<file path="config.mk">
export PLATFORM = sky130hd
export DESIGN_NAME = div_ctrl
export DESIGN_NICKNAME = d
export VERILOG_FILES = /design/src/rtl/div_ctrl_pkg.sv /design/src/rtl/div_ctrl_step.sv /design/src/rtl/div_ctrl.sv
export SDC_FILE = /design/constraint.sdc
export NUM_CORES = 1
export LEC_CHECK = 0
export ABC_AREA = 1
export CAP_MARGIN = 0
export CELL_PAD_IN_SITES_DETAIL_PLACEMENT = 0
export CELL_PAD_IN_SITES_GLOBAL_PLACEMENT = 1
export CORE_ASPECT_RATIO = 1.2
export CORE_MARGIN = 2
export CORE_UTILIZATION = 40
export DETAILED_ROUTE_END_ITERATION = 16
export PLACE_DENSITY_LB_ADDON = 0.1
export SLEW_MARGIN = 15
export SYNTH_ARGS = -nofsm -noshare
export SYNTH_HDL_FRONTEND = slang
export SYNTH_SLANG_ARGS = --single-unit
</file>
<file path="constraint.sdc">
create_clock -name clk -period 6.6 [get_ports clk]
set_input_delay 1.65 -clock clk [delete_from_list [all_inputs] [get_ports clk]]
set_output_delay 1.65 -clock clk [all_outputs]
set_load 0.005 [all_outputs]
</file>
<file path="src/rtl/div_ctrl_pkg.sv">
// div_ctrl_pkg: divide controller state encodings and EX-stage divide op codes.
package div_ctrl_pkg;
  typedef enum logic [1:0] {
    DIV_FREE = 2'd0,
    DIV_ZERO = 2'd1,
    DIV_ON   = 2'd2,
    DIV_END  = 2'd3
  } div_state_e;
  localparam logic [5:0] EXE_OP_DIV  = 6'h1a;
  localparam logic [5:0] EXE_OP_DIVU = 6'h1b;
endpackage

</file>
<file path="src/rtl/div_ctrl_step.sv">
// div_ctrl_step: one combinational restoring-division step on {partial, dividend}.
module div_ctrl_step #(
  parameter int DW = 32
) (
  input  logic [DW-1:0] rem_i,
  input  logic [DW-1:0] dvd_i,
  input  logic [DW-1:0] dvs_i,
  output logic [DW-1:0] rem_o,
  output logic [DW-1:0] dvd_o,
  output logic          q_o
);
  logic [DW:0] sh, diff;
  assign sh    = {rem_i, dvd_i[DW-1]};
  assign diff  = sh - {1'b0, dvs_i};
  assign q_o   = sh >= {1'b0, dvs_i};
  // Either branch fits in DW bits: a kept difference is below the divisor, as is a rejected shift.
  assign rem_o = q_o ? diff[DW-1:0] : sh[DW-1:0];
  assign dvd_o = {dvd_i[DW-2:0], 1'b0};
endmodule

</file>
<file path="src/rtl/div_ctrl.sv">
// div_ctrl: multi-cycle restoring divide controller for div/divu with stall, annul and divide-by-zero.
module div_ctrl
  import div_ctrl_pkg::*;
#(
  parameter int DW = 32,
  parameter int CW = 6
) (
  input  logic          clk,
  input  logic          rst_,
  input  logic          div_i_start,
  input  logic          div_i_signed,
  input  logic [DW-1:0] div_i_op0,
  input  logic [DW-1:0] div_i_op1,
  input  logic          div_i_annul,
  output logic [2*DW-1:0] div_o_result,
  output logic          div_o_ready,
  output logic          div_o_stall
);
  div_state_e st_q;
  logic [CW-1:0]   cnt_q;
  logic [DW-1:0]   rem_q, dvd_q, dvs_q;
  logic            neg_quo_q, neg_rem_q, ready_q;
  logic [2*DW-1:0] result_q;
  logic [DW-1:0]   mag0, mag1, rem_nx, dvd_nx, quo_nx, quo_fin, rem_fin;
  logic            q_bit, go;
  assign go   = div_i_start && !div_i_annul;
  assign mag0 = (div_i_signed && div_i_op0[DW-1]) ? -div_i_op0 : div_i_op0;
  assign mag1 = (div_i_signed && div_i_op1[DW-1]) ? -div_i_op1 : div_i_op1;
  div_ctrl_step #(.DW(DW)) u_step (
    .rem_i(rem_q),
    .dvd_i(dvd_q),
    .dvs_i(dvs_q),
    .rem_o(rem_nx),
    .dvd_o(dvd_nx),
    .q_o  (q_bit)
  );
  assign quo_nx  = dvd_nx | DW'(q_bit);
  assign quo_fin = neg_quo_q ? -quo_nx : quo_nx;
  assign rem_fin = neg_rem_q ? -rem_nx : rem_nx;
  always_ff @(posedge clk or negedge rst_) begin
    if (!rst_) begin
      st_q      <= DIV_FREE;
      cnt_q     <= '0;
      rem_q     <= '0;
      dvd_q     <= '0;
      dvs_q     <= '0;
      neg_quo_q <= 1'b0;
      neg_rem_q <= 1'b0;
      ready_q   <= 1'b0;
      result_q  <= '0;
    end else begin
      case (st_q)
        DIV_FREE: if (go) begin
          st_q      <= (div_i_op1 == '0) ? DIV_ZERO : DIV_ON;
          dvd_q     <= (div_i_op1 == '0) ? div_i_op0 : mag0;
          dvs_q     <= mag1;
          rem_q     <= '0;
          cnt_q     <= '0;
          neg_quo_q <= div_i_signed && (div_i_op0[DW-1] ^ div_i_op1[DW-1]);
          neg_rem_q <= div_i_signed && div_i_op0[DW-1];
        end
        DIV_ZERO: if (div_i_annul) st_q <= DIV_FREE;
        else begin
          st_q     <= DIV_END;
          ready_q  <= 1'b1;
          result_q <= {dvd_q, {DW{1'b1}}};
        end
        DIV_ON: if (div_i_annul) st_q <= DIV_FREE;
        else begin
          rem_q <= rem_nx;
          dvd_q <= quo_nx;
          cnt_q <= cnt_q + 1'b1;
          if (cnt_q == CW'(DW-1)) begin
            st_q     <= DIV_END;
            ready_q  <= 1'b1;
            result_q <= {rem_fin, quo_fin};
          end
        end
        DIV_END: if (!div_i_start) begin
          st_q     <= DIV_FREE;
          ready_q  <= 1'b0;
          result_q <= '0;
        end
        default: st_q <= DIV_FREE;
      endcase
    end
  end
  assign div_o_result = result_q;
  assign div_o_ready  = ready_q;
  // Gated by reset so the stall request drops the moment reset asserts, even with start held.
  assign div_o_stall  = rst_ && ((st_q == DIV_FREE && go) || st_q == DIV_ZERO || st_q == DIV_ON);
endmodule

</file>
==> summary.txt, run 1 <==
STA
  – Min Hold Slack: 483 ps
  – Setup_tns: 0 ps
  – Slew HR: 43.0%
  – RSZ-0062 raised after global routing: false
  – Top achievable clock speed: 201 MHz
  – Slew @ Worst Pin: between 800 and 900 ps
  – Slew Viols, Final: 0
  – Final setup violation count: 0
  – Fin worst setup slack: roughly 1600 ps
  – Setup Skew: 13.1 ps
  – Final period util: roughly three quarters
  – Final hold viol count: 0
  – Tmin final: about 5000 ps

Run
  – Max-cap violations: 0

Worst setup path
  – Critical path type: in -> out
  – Crit path DAT: approximately 3300 ps
  – Data required, critical path: slightly below 5000 ps
  – Slowest stage delay, CP: 520 ps
  – Crit-path most repeated cell: clkdlybuf4s50_1
  – Worst Path Max Fanout: 8
  – Crit. Startpoint: div_i_start
  – Critical path's top delay family: buffers and inverters
  – Reg2reg start: rem_q[6]
  – Type of origin of the critical path: input pin
  – Crit. End Element: primary output
  – Critical-path cell with the highest stage delay: clkdlybuf4s50_1
  – CP cell instances: clkdlybuf4s50_1, inv_1, nor3_2, inv_2, a31oi_1, clkdlybuf4s50_1
  – Buffers and inverters on the worst path: 4

Drt
  – Via count: 12921
  – TritonRoute pass-1 iters: 5
  – Routed len/inst: approximately 18 µm
  – Remaining antenna violation count: 0
  – DR iter-0 viols: 877
  – Vias per cell: 5.18
  – Routed Wire Length: 44300 µm
  – DRC Markers: 0

GRT
  – Vias in the first global route: 12878
  – Total GRT Usage: between 20% and 30%
  – First-pass GRT wire length: 70900 µm
  – Largest net degree at the start of global routing: 65
  – Grt total ovfl: 0
  – Antenna violations before repair: 0

Clock tree
  – Root buf cell: clkbuf_16
  – CTS tree: done
  – # resized after CTS: 0
  – H-tree depth: 4
  – Bufs on Longest Clock Path: 2
  – Post-CTS Hold Buffers: 0
  – Worst-Skew Late Latency: 460 ps
  – Clock sinks: 171
  – Cts bufs inserted: 17
  – Clk slew on worst S/H paths: 70 ps
  – Post CTS Setup Buffer Count: 0

Die
  – Core Region: 32300 µm²
  – Die H: just over 200 µm
  – Die area: 34400 µm²
  – Initial Util: 40.7%
  – DIE WIDTH: around 170 µm
  – Top-level I/O count: 135
  – # rows: 72

Synth
  – Syn_nets: 2080
  – Synth area leaders: dfrtp_1, nand2_1, inv_1, nand3_1, nor2_1
  – Gate Count Post-Synth: 1968
  – Syn_area_per_cell: between 6 and 7 µm²
  – Post-synth EDFFs: 0
  – Cell taking the most area after synthesis: dfrtp_1
  – Register area share after synthesis: between 30% and 40%
  – Most frequently used flop master after synthesis: dfrtp_1
  – Yosys reg bits: ~170
  – Share of flip-flops with an asynchronous set or reset: 100%
  – Total number of yosys warnings: 0
  – Synthesized area: 13200 µm²
  – Cell variety after synth: 52
  – Area share of the largest cell type after synthesis: 32.5%

Pwr
  – Switch share: 55.5%
  – Reg power frac: 20.0%
  – Internal: 0.00437 W
  – Lkg Pwr: 7.41 nW
  – Logic pwr share: 69.6%
  – Clock share of power: 10.4%
  – Pwr dens: around 640 nW/µm²
  – Total power: 0.00982 W
  – VDD IR max: 0.213 mV
  – Switching power: 0.00545 W

Run status
  – Status: completed

Place
  – GPL Wtd Cong: around 0.88
  – Final HPWL DP: 34600 µm
  – PortBufs: 134
  – Post-Place Worst Slack: between 1500 and 2000 ps

Hold path
  – Min-delay src: cnt_q[5]
  – Min-Delay Path Class: reg -> reg

Layout
  – Synth-to-layout area growth: 17.2%
  – Layout cells sized above 1: 6.43%
  – N_diodes: 0
  – Fillers: about 3400
  – Nets: 2184
  – Final Util: between 40% and 50%
==> layer usage <==
metal / share of wire [%] / global-route usage [%] / vias to the layer above
met2: 51 / 48.1 / 273
met3: 3.3 / 2.51 / 47
met5: 0 / 0 / -
met4: 2.3 / 8.00 / 0
li1: - / - / 6562
met1: 43 / 33.4 / 6039
==> power groups by stage <==
stage	Combinational (W)	Clock [W]	Sequential (W)
floorplan	0.00477	0	0.00184
global route	0.00771	0.00109	0.00202
detailed placement	0.00679	0	0.00197
CTS	0.00683	0.00105	0.00196
finish	0.00684	0.00102	0.00196
global placement	0.00677	0	0.00197
==> worst paths after layout <==
kind / cells after the start / to / slack [ps]
setup / recovery: 6 / div_o_stall / 1630
hold / removal: 1 / cnt_q[5] / 480
setup reg to reg: 25 / div_o_result[26] / 1920
hold reg to reg: 1 / cnt_q[5] / 480
max in group asynchronous: 3 / dvd_q[21] / 3400
min in group asynchronous: 1 / dvs_q[11] / 1150
==> through the flow <==
| stage | cells | area (µm²) |
|---|---|---|
| after floorplan | 1968 | 13200 |
| after global placement | 2460 | 14800 |
| after detailed placement | 2460 | 14800 |
| after CTS | 2492 | 15400 |
| after global routing | 2492 | 15400 |
| final | 2492 | 15400 |
==> Yosys cell counts (9+ instances only) <==
cell type  count
o21bai_1      26
ha_1          42
nand2_2       20
xor2_1        58
nand2_1      478
nor3_1        28
xnor2_1       16
clkbuf_1      45
nand3b_1      11
nor2_1       202
a21oi_1      145
o21ai_0       99
nand3_1      165
inv_2          9
o21ai_1       17
inv_1        272
nor2_2        14
dfrtp_1      171
o22ai_1       36
nand4_1       20
==> registers in the layout, summed over array words and instances, names as in the netlist <==
register and cells:
neg_quo_q 1, neg_rem_q 1, st_q 2, dvd_q 32, rem_q 32, cnt_q 6
dvs_q 32, div_o_ready 1, div_o_result 64
==> cells by family (layout without fill, tap and decap cells) <==
family / count (synthesis) / after routing / synth area share (%)
AO/OA/AOI/OAI: 357 / 357 / 15.2
XOR/XNOR: 74 / 74 / 4.93
adder cells (fa/ha/maj): 43 / 43 / 4.15
buffers and inverters: 348 / 465 / 10.5
flip-flops: 171 / 171 / 32.5
AND/OR/NAND/NOR: 975 / 975 / 32.7
==> cells in the final DEF (no fill, tap or decap), drive strengths merged, types with 26 or more instances in the layout <==
cell type,count
nand2,501
inv,287
nor2,220
dfrtp,171
nand3,170
a21oi,148
clkdlybuf4s50,133
o21ai,123
xor2,58
ha,42
o22ai,36
nor3,35
o21bai,26
==> area by class of cell <==
type                    instances  area, µm²  area share [%]
clock inverters                15        158            1.02
flip-flops and latches        171       4280            27.8
repair buffers                151       1470            9.54
inverters                     282       1060            6.87
multi-input cells            1449       7510            48.7
well taps                     407        509            3.30
clock buffers                  17        425            2.76
(Power assumes the default switching activity.)
==> run 2, diff against run 1 <==
- clock period: 6.6 -> 4.6 ns (I/O delays scaled with it)
==> summary.txt, run 2 (synthesis gave the netlist of run 1 again) <==
Pwr
  – Total power: 0.0140 W (was 0.00982 W)
  – Switching power: 0.00771 W (was 0.00545 W)
  – Pwr dens: 906 nW/µm² (was 637 nW/µm²)
  – Reg power frac: 20.2% (was 20.0%)
  – Clock share of power: 10.0% (was 10.4%)
  – Internal: 0.00628 W (was 0.00437 W)
  – VDD IR max: 0.373 mV (was 0.213 mV)
  – Switch share: 55.1% (was 55.5%)
  – Lkg Pwr: 7.42 nW (was 7.41 nW)
  – Logic pwr share: 69.8% (was 69.6%)

Die
  – DIE WIDTH: 170 µm (unchanged)
  – Die area: 34400 µm² (unchanged)
  – Initial Util: 40.7% (unchanged)
  – # rows: 72 (unchanged)
  – Top-level I/O count: 135 (unchanged)
  – Die H: 203 µm (unchanged)
  – Core Region: 32300 µm² (unchanged)

Drt
  – DRC Markers: 0 (unchanged)
  – Remaining antenna violation count: 0 (unchanged)
  – Vias per cell: 5.14 (was 5.18)
  – Routed len/inst: 17.3 µm (was 17.8 µm)
  – Routed Wire Length: 43300 µm (was 44300 µm)
  – DR iter-0 viols: 837 (was 877)
  – Via count: 12846 (was 12921)
  – TritonRoute pass-1 iters: 6 (was 5)

Worst setup path
  – Critical path type: reg -> reg (was in -> out)
  – Data required, critical path: 4970 ps (was 4950 ps)
  – Buffers and inverters on the worst path: 7 (was 4)
  – Reg2reg start: rem_q[14] (was rem_q[6])
  – Crit. End Element: flip-flop (was primary output)
  – Crit path DAT: 4530 ps (was 3320 ps)
  – Crit. Startpoint: rem_q[14] (was div_i_start)
  – Worst Path Max Fanout: 14 (was 8)
  – Type of origin of the critical path: flip-flop (was input pin)
  – Slowest stage delay, CP: 460 ps (was 520 ps)
  – Critical-path cell with the highest stage delay: dfrtp_1 (was clkdlybuf4s50_1)
  – Critical path's top delay family: simple AND/OR/NAND/NOR gates (was buffers and inverters)

GRT
  – First-pass GRT wire length: 69500 µm (was 70900 µm)
  – Grt total ovfl: 0 (unchanged)
  – Vias in the first global route: 12916 (was 12878)
  – Antenna violations before repair: 0 (unchanged)
  – Largest net degree at the start of global routing: 157 (was 65)
  – Total GRT Usage: 26.0% (was 26.6%)

STA
  – RSZ-0062 raised after global routing: false (unchanged)
  – Final setup violation count: 0 (unchanged)
  – Final period util: between 90% and 100%
  – Slew Viols, Final: 0 (unchanged)
  – Slew HR: 42.4% (was 43.0%)
  – Top achievable clock speed: ~240 MHz
  – Tmin final: between 4000 and 5000 ps
  – Final hold viol count: 0 (unchanged)
  – Setup Skew: 10.9 ps (was 13.1 ps)
  – Setup_tns: 0 ps (unchanged)
  – Slew @ Worst Pin: 864 ps (was 855 ps)
  – Min Hold Slack: 469 ps (was 483 ps)

Place
  – Placed cell areas: 14900 µm² (was 14800 µm²)
  – Final HPWL DP: 34100 µm (was 34600 µm)
  – PortBufs: 134 (unchanged)
  – GPL Wtd Cong: 0.908 (was 0.883)

Layout
  – Fin area: 15400 µm² (about the same)
  – Max reg flops: 64 (unchanged)
  – Most frequent cells in the layout: nand2_1, inv_1, nor2_1 (unchanged)
  – N_diodes: 0 (unchanged)
  – Nets: 2190 (was 2184)
  – Layout cells sized above 1: 6.60% (was 6.43%)
  – Synth-to-layout area growth: 17.4% (was 17.2%)
  – Most common cell after layout, fill and taps aside: nand2_1 (unchanged)

Clock tree
  – Cts bufs inserted: 17 (unchanged)
  – Bufs on Longest Clock Path: 2 (unchanged)
  – Worst-Skew Late Latency: 440 ps (was 460 ps)
  – Clock sinks: 171 (unchanged)
  – Root buf cell: clkbuf_16 (unchanged)
  – Clk slew on worst S/H paths: 70 ps (about the same)
  – CTS tree: done (unchanged)
  – H-tree depth: 4 (unchanged)

Run status
  – Status: completed (unchanged)

Run
  – Max-cap violations: 0 (unchanged)

Hold path
  – Min-delay src: cnt_q[5] (unchanged)
  – Min-Delay Path Class: reg -> reg (unchanged)
==> run 2: timing repair <==
item	in CTS	in global routing
setup endpoints to repair	0	3
resized for setup	0	1
setup buffers	0	0
hold buffers	0	0
==> run 2: power by group through the flow <==
stage                     Sequential, W  Combinational, W  Clock, W
final                           0.00283           0.00976   0.00140
after global routing            0.00292            0.0111   0.00150
after CTS                       0.00282           0.00979   0.00143
after detailed placement        0.00284           0.00972         0
after global placement          0.00284           0.00969         0
after floorplan                 0.00265           0.00684         0
==> run 2: cell type report <==
class / count / area [µm²]
clock inverter: 13 / 121
timing repair buffer: 157 / 1530
fill: 3460 / 16900
tap: 407 / 509
inverter: 282 / 1060
multi-input combinational: 1449 / 7520
sequential: 171 / 4280
clock buffer: 18 / 429
==> run 2: through the flow <==
stage | utilization (%) | setup WS [ps] | cells
final | 47.8 | 437 | 2497
after global routing | 47.8 | 10.8 | 2497
after CTS | 47.7 | 426 | 2497
after detailed placement | 46.0 | 255 | 2466
after global placement | 46.0 | 315 | 2466
after floorplan | - | 1030 | 1968
==> run 2: worst paths after layout <==
| path | end | slack, ps | depth (start not counted) |
|---|---|---|---|
| setup reg to reg | div_o_result[26] | 440 | 26 |
| hold reg to reg | cnt_q[5] | 470 | 1 |
| min in group asynchronous | dvs_q[13] | 540 | 1 |
| max in group asynchronous | div_o_result[47] | 2920 | 2 |
| setup / recovery | div_o_result[26] | 440 | 26 |
| hold / removal | cnt_q[5] | 470 | 1 |
==> run 2: routing by layer <==
layer  wire length (µm)  vias up  share of wire (%)  track usage (%)
met2              21800      234                 50             46.6
li1                   -     6574                  -                -
met4               1160        0                2.7             8.15
met1              19100     5985                 44             32.8
met3               1270       53                2.9             2.67
met5                  0        -                  0                0
==> run 2: worst reg2reg max path, cell delays in order (launching register included) <==
cell	delay (ps)
dfrtp_1	460
ha_1	410
nand2_1	150
inv_1	50
a21oi_1	260
nand2_1	140
inv_2	70
nand2_2	70
nand3_4	170
nand2_8	60
inv_2	90
ha_1	180
inv_1	60
nor3_1	210
nand2_1	110
inv_1	80
nand2_1	110
nor3_4	230
nand3_1	170
nor2_1	160
inv_1	100
o21ai_1	130
inv_1	90
a21oi_1	150
xor2_1	150
nand2_1	60
a21oi_1	140
